$ cat config.mk
export PLATFORM = sky130hd
export DESIGN_NAME = clock_enable_ctrl_flat
export DESIGN_NICKNAME = d
export VERILOG_FILES = /design/src/rtl/clock_enable_ctrl_if.sv /design/src/rtl/clock_enable_ctrl.sv /design/src/flat_wrapper.sv
export SDC_FILE = /design/constraint.sdc
export NUM_CORES = 1
export LEC_CHECK = 0
export ABC_AREA = 1
export CAP_MARGIN = 20
export CORE_UTILIZATION = 40
export DETAILED_ROUTE_END_ITERATION = 10
export HOLD_SLACK_MARGIN = 0.02
export SLEW_MARGIN = 10
export SYNTH_ARGS = -nofsm -noshare
export SYNTH_HDL_FRONTEND = slang
export SYNTH_SLANG_ARGS = --single-unit
$ cat constraint.sdc
create_clock -name mclk -period 4 [get_ports mclk]
set_input_delay 0.6 -clock mclk [delete_from_list [all_inputs] [get_ports mclk]]
set_output_delay 0.6 -clock mclk [all_outputs]
set_load 0.05 [all_outputs]
$ cat src/rtl/clock_enable_ctrl_if.sv
// Control/status bundle between the run/step/halt scheduler and whatever drives it.
// Every control is a level signal that the scheduler samples on each mclk edge.
interface clock_enable_ctrl_if #(
  parameter int DIV_W = 27
);
  logic             mode_run;
  logic [DIV_W-1:0] div_sel;
  logic             step_btn;
  logic             hlt;
  logic             resume;
  logic             mclk_en;
  logic             halted;
  logic [1:0]       state_dbg;

  modport master (
    output mode_run, div_sel, step_btn, hlt, resume,
    input  mclk_en, halted, state_dbg
  );

  modport slave (
    input  mode_run, div_sel, step_btn, hlt, resume,
    output mclk_en, halted, state_dbg
  );
endinterface

$ cat src/rtl/clock_enable_ctrl.sv
// Run/step/halt scheduler for the global mclk_en: divided free-run pulses, debounced
// single-step pulses, and a HALT state entered on the cycle that executes HLT.
module clock_enable_ctrl #(
  parameter int DIV_W           = 27,
  parameter int DEBOUNCE_CYCLES = 16,
  parameter int DEB_W           = 20
) (
  input logic              mclk,
  input logic              rst_n,
  clock_enable_ctrl_if.slave bus
);

  typedef enum logic [1:0] {
    ST_STEP = 2'd0,
    ST_RUN  = 2'd1,
    ST_HALT = 2'd2
  } state_t;

  localparam logic [DEB_W-1:0] DEB_LAST = DEB_W'(DEBOUNCE_CYCLES - 1);

  state_t           state_q, state_d;
  logic [DIV_W-1:0] cnt_q, cnt_d;
  logic             en_q, en_d;
  logic             halted_q, halted_d;

  logic             sync0_q, sync1_q;
  logic             deb_lvl_q;
  logic [DEB_W-1:0] deb_cnt_q;
  logic             deb_flip;
  logic             step_evt;

  // The debounced level flips on the DEBOUNCE_CYCLES-th consecutive disagreeing sample.
  assign deb_flip = (sync1_q != deb_lvl_q) && (deb_cnt_q == DEB_LAST);
  assign step_evt = deb_flip && sync1_q;

  always_ff @(posedge mclk or negedge rst_n) begin
    if (!rst_n) begin
      sync0_q   <= 1'b0;
      sync1_q   <= 1'b0;
      deb_lvl_q <= 1'b0;
      deb_cnt_q <= '0;
    end else begin
      sync0_q <= bus.step_btn;
      sync1_q <= sync0_q;
      if (sync1_q == deb_lvl_q) begin
        deb_cnt_q <= '0;
      end else if (deb_flip) begin
        deb_lvl_q <= sync1_q;
        deb_cnt_q <= '0;
      end else begin
        deb_cnt_q <= deb_cnt_q + DEB_W'(1);
      end
    end
  end

  always_ff @(posedge mclk or negedge rst_n) begin
    if (!rst_n) begin
      state_q  <= ST_STEP;
      cnt_q    <= '0;
      en_q     <= 1'b0;
      halted_q <= 1'b0;
    end else begin
      state_q  <= state_d;
      cnt_q    <= cnt_d;
      en_q     <= en_d;
      halted_q <= halted_d;
    end
  end

  always_comb begin
    state_d  = state_q;
    cnt_d    = cnt_q;
    en_d     = 1'b0;
    halted_d = halted_q;
    // HLT executes on an enabled edge and outranks any concurrent mode change.
    if (bus.hlt && en_q) begin
      state_d  = ST_HALT;
      cnt_d    = '0;
      halted_d = 1'b1;
    end else begin
      case (state_q)
        ST_RUN: begin
          if (!bus.mode_run) begin
            state_d = ST_STEP;
            cnt_d   = '0;
          end else if (cnt_q >= bus.div_sel) begin
            cnt_d = '0;
            en_d  = 1'b1;
          end else begin
            cnt_d = cnt_q + DIV_W'(1);
          end
        end
        ST_STEP: begin
          cnt_d = '0;
          if (bus.mode_run) begin
            state_d = ST_RUN;
          end else begin
            en_d = step_evt;
          end
        end
        ST_HALT: begin
          if (bus.resume) begin
            state_d  = bus.mode_run ? ST_RUN : ST_STEP;
            cnt_d    = '0;
            halted_d = 1'b0;
          end
        end
        default: begin
          state_d  = ST_STEP;
          cnt_d    = '0;
          halted_d = 1'b0;
        end
      endcase
    end
  end

  assign bus.mclk_en   = en_q;
  assign bus.halted    = halted_q;
  assign bus.state_dbg = state_q;

endmodule
$ cat src/flat_wrapper.sv
// flat-port wrapper written by rule: the top's interface ports become plain ports
module clock_enable_ctrl_flat 
#(
  parameter int DIV_W           = 27,
  parameter int DEBOUNCE_CYCLES = 16,
  parameter int DEB_W           = 20
)
  (mclk, rst_n, bus_mode_run, bus_div_sel, bus_step_btn, bus_hlt, bus_resume, bus_mclk_en, bus_halted, bus_state_dbg);
  clock_enable_ctrl_if #(.DIV_W(DIV_W)) bus_i ();
  input logic mclk;
  input logic rst_n;
  input wire logic [$bits(bus_i.mode_run)-1:0] bus_mode_run;
  input wire logic [$bits(bus_i.div_sel)-1:0] bus_div_sel;
  input wire logic [$bits(bus_i.step_btn)-1:0] bus_step_btn;
  input wire logic [$bits(bus_i.hlt)-1:0] bus_hlt;
  input wire logic [$bits(bus_i.resume)-1:0] bus_resume;
  output wire logic [$bits(bus_i.mclk_en)-1:0] bus_mclk_en;
  output wire logic [$bits(bus_i.halted)-1:0] bus_halted;
  output wire logic [$bits(bus_i.state_dbg)-1:0] bus_state_dbg;
  assign bus_i.mode_run = bus_mode_run;
  assign bus_i.div_sel = bus_div_sel;
  assign bus_i.step_btn = bus_step_btn;
  assign bus_i.hlt = bus_hlt;
  assign bus_i.resume = bus_resume;
  assign bus_mclk_en = bus_i.mclk_en;
  assign bus_halted = bus_i.halted;
  assign bus_state_dbg = bus_i.state_dbg;
  clock_enable_ctrl #(.DIV_W(DIV_W), .DEBOUNCE_CYCLES(DEBOUNCE_CYCLES), .DEB_W(DEB_W)) u_core (.mclk(mclk), .rst_n(rst_n), .bus(bus_i));
endmodule
==> summary by stage <==
Cells and area
At the end of the flow the core is filled with cells to 47.8%. The summed area of non-filler cells in the final layout is 4650 um2. The share of cells above drive strength 1 is 6.15%.

The filler cells instantiated in the layout total 1029. The register area is 1350 um2. The combined area of the multi-input logic cells is 2210 um2. The count of non-filler cells in the finished layout is 751. The repair_antennas step left the layout with diodes totalling 0.

The area added between synthesis and finish is 16.5%. The number of nets in the layout is 679.

CTS
The clock transition at the registers of the reported paths is 100 ps. After clock tree synthesis, the flow added hold-fix buffers numbering 0. The CTS root buffer is sky130_fd_sc_hd__clkbuf_8. TritonCTS built the clock tree. The CTS buffer count is 5. The tree built by TritonCTS fans out to 54 sinks.

The number of H-tree branching levels is 2. The total of cells resized after clock tree synthesis is 0. The clock insertion delay at the later pin of the skew report is 310 ps. In this run the post-CTS setup repair buffer count came out at 0. The maximum buffer depth of the clock tree is 2.

STA
Setup slack closes at 1590 ps. The max-slew violation count is 0. The maximum clock frequency is 415 MHz. The final number of hold-violating endpoints is 0. The final-layout setup total negative slack is 0 ps. The max-slew headroom at the worst pin is 38.4%.

Setup violations remaining at the end of the flow were counted as 0. The transition time at the pin with the least slew margin is 924 ps. Subtracting the final worst setup slack from the clock period gives 2410 ps. Across the routed clock network, the largest skew measured is 10.6 ps. Of the available clock period, the critical path in the final layout requires 60.2%. Setup repair after global routing left no endpoint under its margin.

Job
The max-capacitance violation count is 0.

Drt
The total vias in the final route is 3560. In the routed design, unresolved DRC markers number 0. In this run the remaining antenna-violating nets after routing total 0.

The first-pass iteration count of the detailed router is 4. The routed wire length is 9180 um. Dividing the detail-routed wire length by the instance count gives 12.2 um. The first-iteration detailed-routing DRC count is 157.

In the routed layout, each cell is associated on average with a via count of 4.74.

Worst setup path
The signal on the critical path passes through clkdlybuf4s50_1, inv_1, ha_1, nand2_1, nor2_1, nand2_1, nor3_1, nand2_1, nand3_4, nor2_2, buf_4, nand2_1, nand2_1. The path type of the worst setup path is in2reg. The largest individual stage delay along the critical path comes from the cell sky130_fd_sc_hd__clkdlybuf4s50_1.

For the worst flop-to-flop path, the logic depth is 11. The critical path arrival is 2610 ps. The endpoint kind of the worst setup timing path is a register. On the worst path, the slowest cell contributes a delay of 450 ps. The most frequent cell on the critical path is sky130_fd_sc_hd__nand2_1. The required arrival time at the worst endpoint is 4210 ps. The launching element type of the critical path is a primary input. Of all nets on the critical path, the largest fanout is 21.

Placed design
Summed over all nets, the half-perimeter wirelength after detailed placement is 7240 um. Prior to clock tree synthesis, the placed netlist has a worst setup slack of 1250 ps. The number of cells in the design after placement is 743. The instance area after placement is 4510 um2. Routability-driven placement finished with a final weighted congestion of 0.851. The count of port buffers added during placement is 36.

Synth
Yosys mapped a number of flops with a built-in enable equal to 0. The synthesized design contains 54 register bits. The register area share after synthesis is 33.8%. The number of warnings printed during yosys synthesis is 0.

Among all flip-flop cells after synthesis, the most frequent one is sky130_fd_sc_hd__dfrtp_1. In this run, distinct cell masters in the synthesized netlist total 34. The portion of synthesized cell area occupied by the leading cell type is 33.8%.

The number of nets handed over by synthesis was 638. The mapped netlist covers 3990 um2. In the synthesized netlist, the number of instances is 576. The most used standard cell by instance count after synthesis is sky130_fd_sc_hd__nand2_1.

In the post-synthesis netlist, the biggest area contributors are sky130_fd_sc_hd__dfrtp_1 (34%), sky130_fd_sc_hd__nand2_1 (17%), sky130_fd_sc_hd__inv_1 (9.7%), sky130_fd_sc_hd__ha_1 (9.1%), sky130_fd_sc_hd__nor2_1 (5.9%). In this run the mean area of a mapped cell was 6.93 um2. Summed over all instances, the cell type with the most area after synthesis is sky130_fd_sc_hd__dfrtp_1.

The share of async-settable or async-resettable flops after synthesis is 100%. Ranked by instance count, the synthesized netlist is headed by sky130_fd_sc_hd__nand2_1 (183), sky130_fd_sc_hd__inv_1 (103), sky130_fd_sc_hd__nor2_1 (63), sky130_fd_sc_hd__dfrtp_1 (54), sky130_fd_sc_hd__ha_1 (29).

GRT
The initial antenna violation count is 0. After global routing the overflow that remains totals 0. The global-route wire length before repair is 16100 um. The via count of the first global-routing pass came to 3476. The total global routing track utilization is 19.7%.

The pin count of the biggest net entering global routing is 40.

Power and ir drop
The total power divided by cell area is 243 nW/um2. The leakage power total is 2.51 nW. Across the VDD grid, the largest voltage drop is 0.143 mV.

Hold path
The worst hold path passes through 0 cells. The type of the tightest min-delay check is reg2reg.

Floorplan
The floorplan step defined a core boundary enclosing 9730 um2. The overall die height is 102 um. The chip width is 102 um. The die covers 10400 um2.

During I/O placement, the number of pins put on the boundary was 37. The number of placement rows is 36. The initial standard-cell utilization of the core is 41.0%.

Outcome
The flow ran to the end, and the final reports show no timing, DRC or antenna violations.
## state kept, by name, indices dropped and copies added, names as in the netlist
signal / cells
u_core.sync0_q: 1
u_core.deb_cnt_q: 20
u_core.bus.mclk_en: 1
u_core.cnt_q: 27
u_core.deb_lvl_q: 1
u_core.bus.halted: 1
u_core.sync1_q: 1
u_core.bus.state_dbg: 2
## cells in the final DEF (no fill, tap or decap), types with 2 or more instances in the layout
cell type,netlist,layout
sky130_fd_sc_hd__a21oi_1,13,13
sky130_fd_sc_hd__buf_4,2,3
sky130_fd_sc_hd__bufinv_16,0,2
sky130_fd_sc_hd__clkbuf_8,0,6
sky130_fd_sc_hd__clkdlybuf4s50_1,0,35
sky130_fd_sc_hd__dfrtp_1,54,54
sky130_fd_sc_hd__ha_1,29,29
sky130_fd_sc_hd__inv_1,103,103
sky130_fd_sc_hd__inv_2,5,5
sky130_fd_sc_hd__nand2_1,183,183
sky130_fd_sc_hd__nand2_2,3,3
sky130_fd_sc_hd__nand2_4,2,2
sky130_fd_sc_hd__nand3_1,22,22
sky130_fd_sc_hd__nand3_4,2,2
sky130_fd_sc_hd__nand3b_1,2,2
sky130_fd_sc_hd__nand4_1,13,13
sky130_fd_sc_hd__nor2_1,63,63
sky130_fd_sc_hd__nor2_2,7,7
sky130_fd_sc_hd__nor2_4,4,4
sky130_fd_sc_hd__nor3_1,14,14
sky130_fd_sc_hd__nor3b_1,2,2
sky130_fd_sc_hd__nor4_1,5,5
sky130_fd_sc_hd__o21ai_0,3,3
sky130_fd_sc_hd__o22ai_1,4,4
sky130_fd_sc_hd__xnor2_1,7,7
sky130_fd_sc_hd__xor2_1,21,21
## cell type report
cell class / count / area share (%)
repair buffers: 39 / 8.12
clock inverters: 2 / 1.29
well taps: 133 / 3.58
flip-flops and latches: 54 / 29.0
inverters: 109 / 8.79
clock buffers: 6 / 1.77
multi-input cells: 408 / 47.4
## critical path: cells and delay by family
kind / cells / cell delay [ps]
buf+inv: 3 / 700
fa+ha+maj: 1 / 280
simple gates: 9 / 1030
## logic make-up after synthesis
group | after synthesis | synth area share (%)
xor+xnor | 28 | 6.14
mux | 1 | 0.282
compound gates | 26 | 3.73
simple gates | 324 | 36.0
fa+ha+maj | 29 | 9.09
buf+inv | 114 | 10.9
flops | 54 | 33.8
## path summary, 6_finish.rpt
path	from	endpoint	slack [ps]
setup / recovery	bus_div_sel[18]	u_core.cnt_q[19]	1590
min in group asynchronous	rst_n	u_core.cnt_q[13]	420
max in group asynchronous	rst_n	u_core.deb_cnt_q[19]	2800
setup reg to reg	u_core.cnt_q[18]	u_core.cnt_q[19]	1840
hold reg to reg	u_core.sync0_q	u_core.sync1_q	370
hold / removal	u_core.sync0_q	u_core.sync1_q	370
## power by group
part | switching, W | total, W | internal, W
clock network | 0.000193 | 0.000460 | 0.000267
registers | 0.00000789 | 0.000560 | 0.000552
logic | 0.0000625 | 0.000113 | 0.0000505
## metrics by stage
| step | hold slack, ps | power, W |
|---|---|---|
| finish | 373 | 0.00113 |
| global route | 387 | 0.00118 |
| CTS | 381 | 0.00115 |
| detailed placement | 357 | 0.000686 |
| global placement | 337 | 0.000684 |
| floorplan | 304 | 0.000624 |
## per-layer routing
metal / vias to the layer above / share of wire [%] / track usage [%]
met3: 4 / 3.8 / 2.46
met2: 57 / 45 / 33.4
li1: 1853 / - / -
met1: 1646 / 50 / 27.3
met4: 0 / 0.39 / 3.30
met5: - / 0 / 0
No activity file was read; power rests on OpenSTA's default activity.
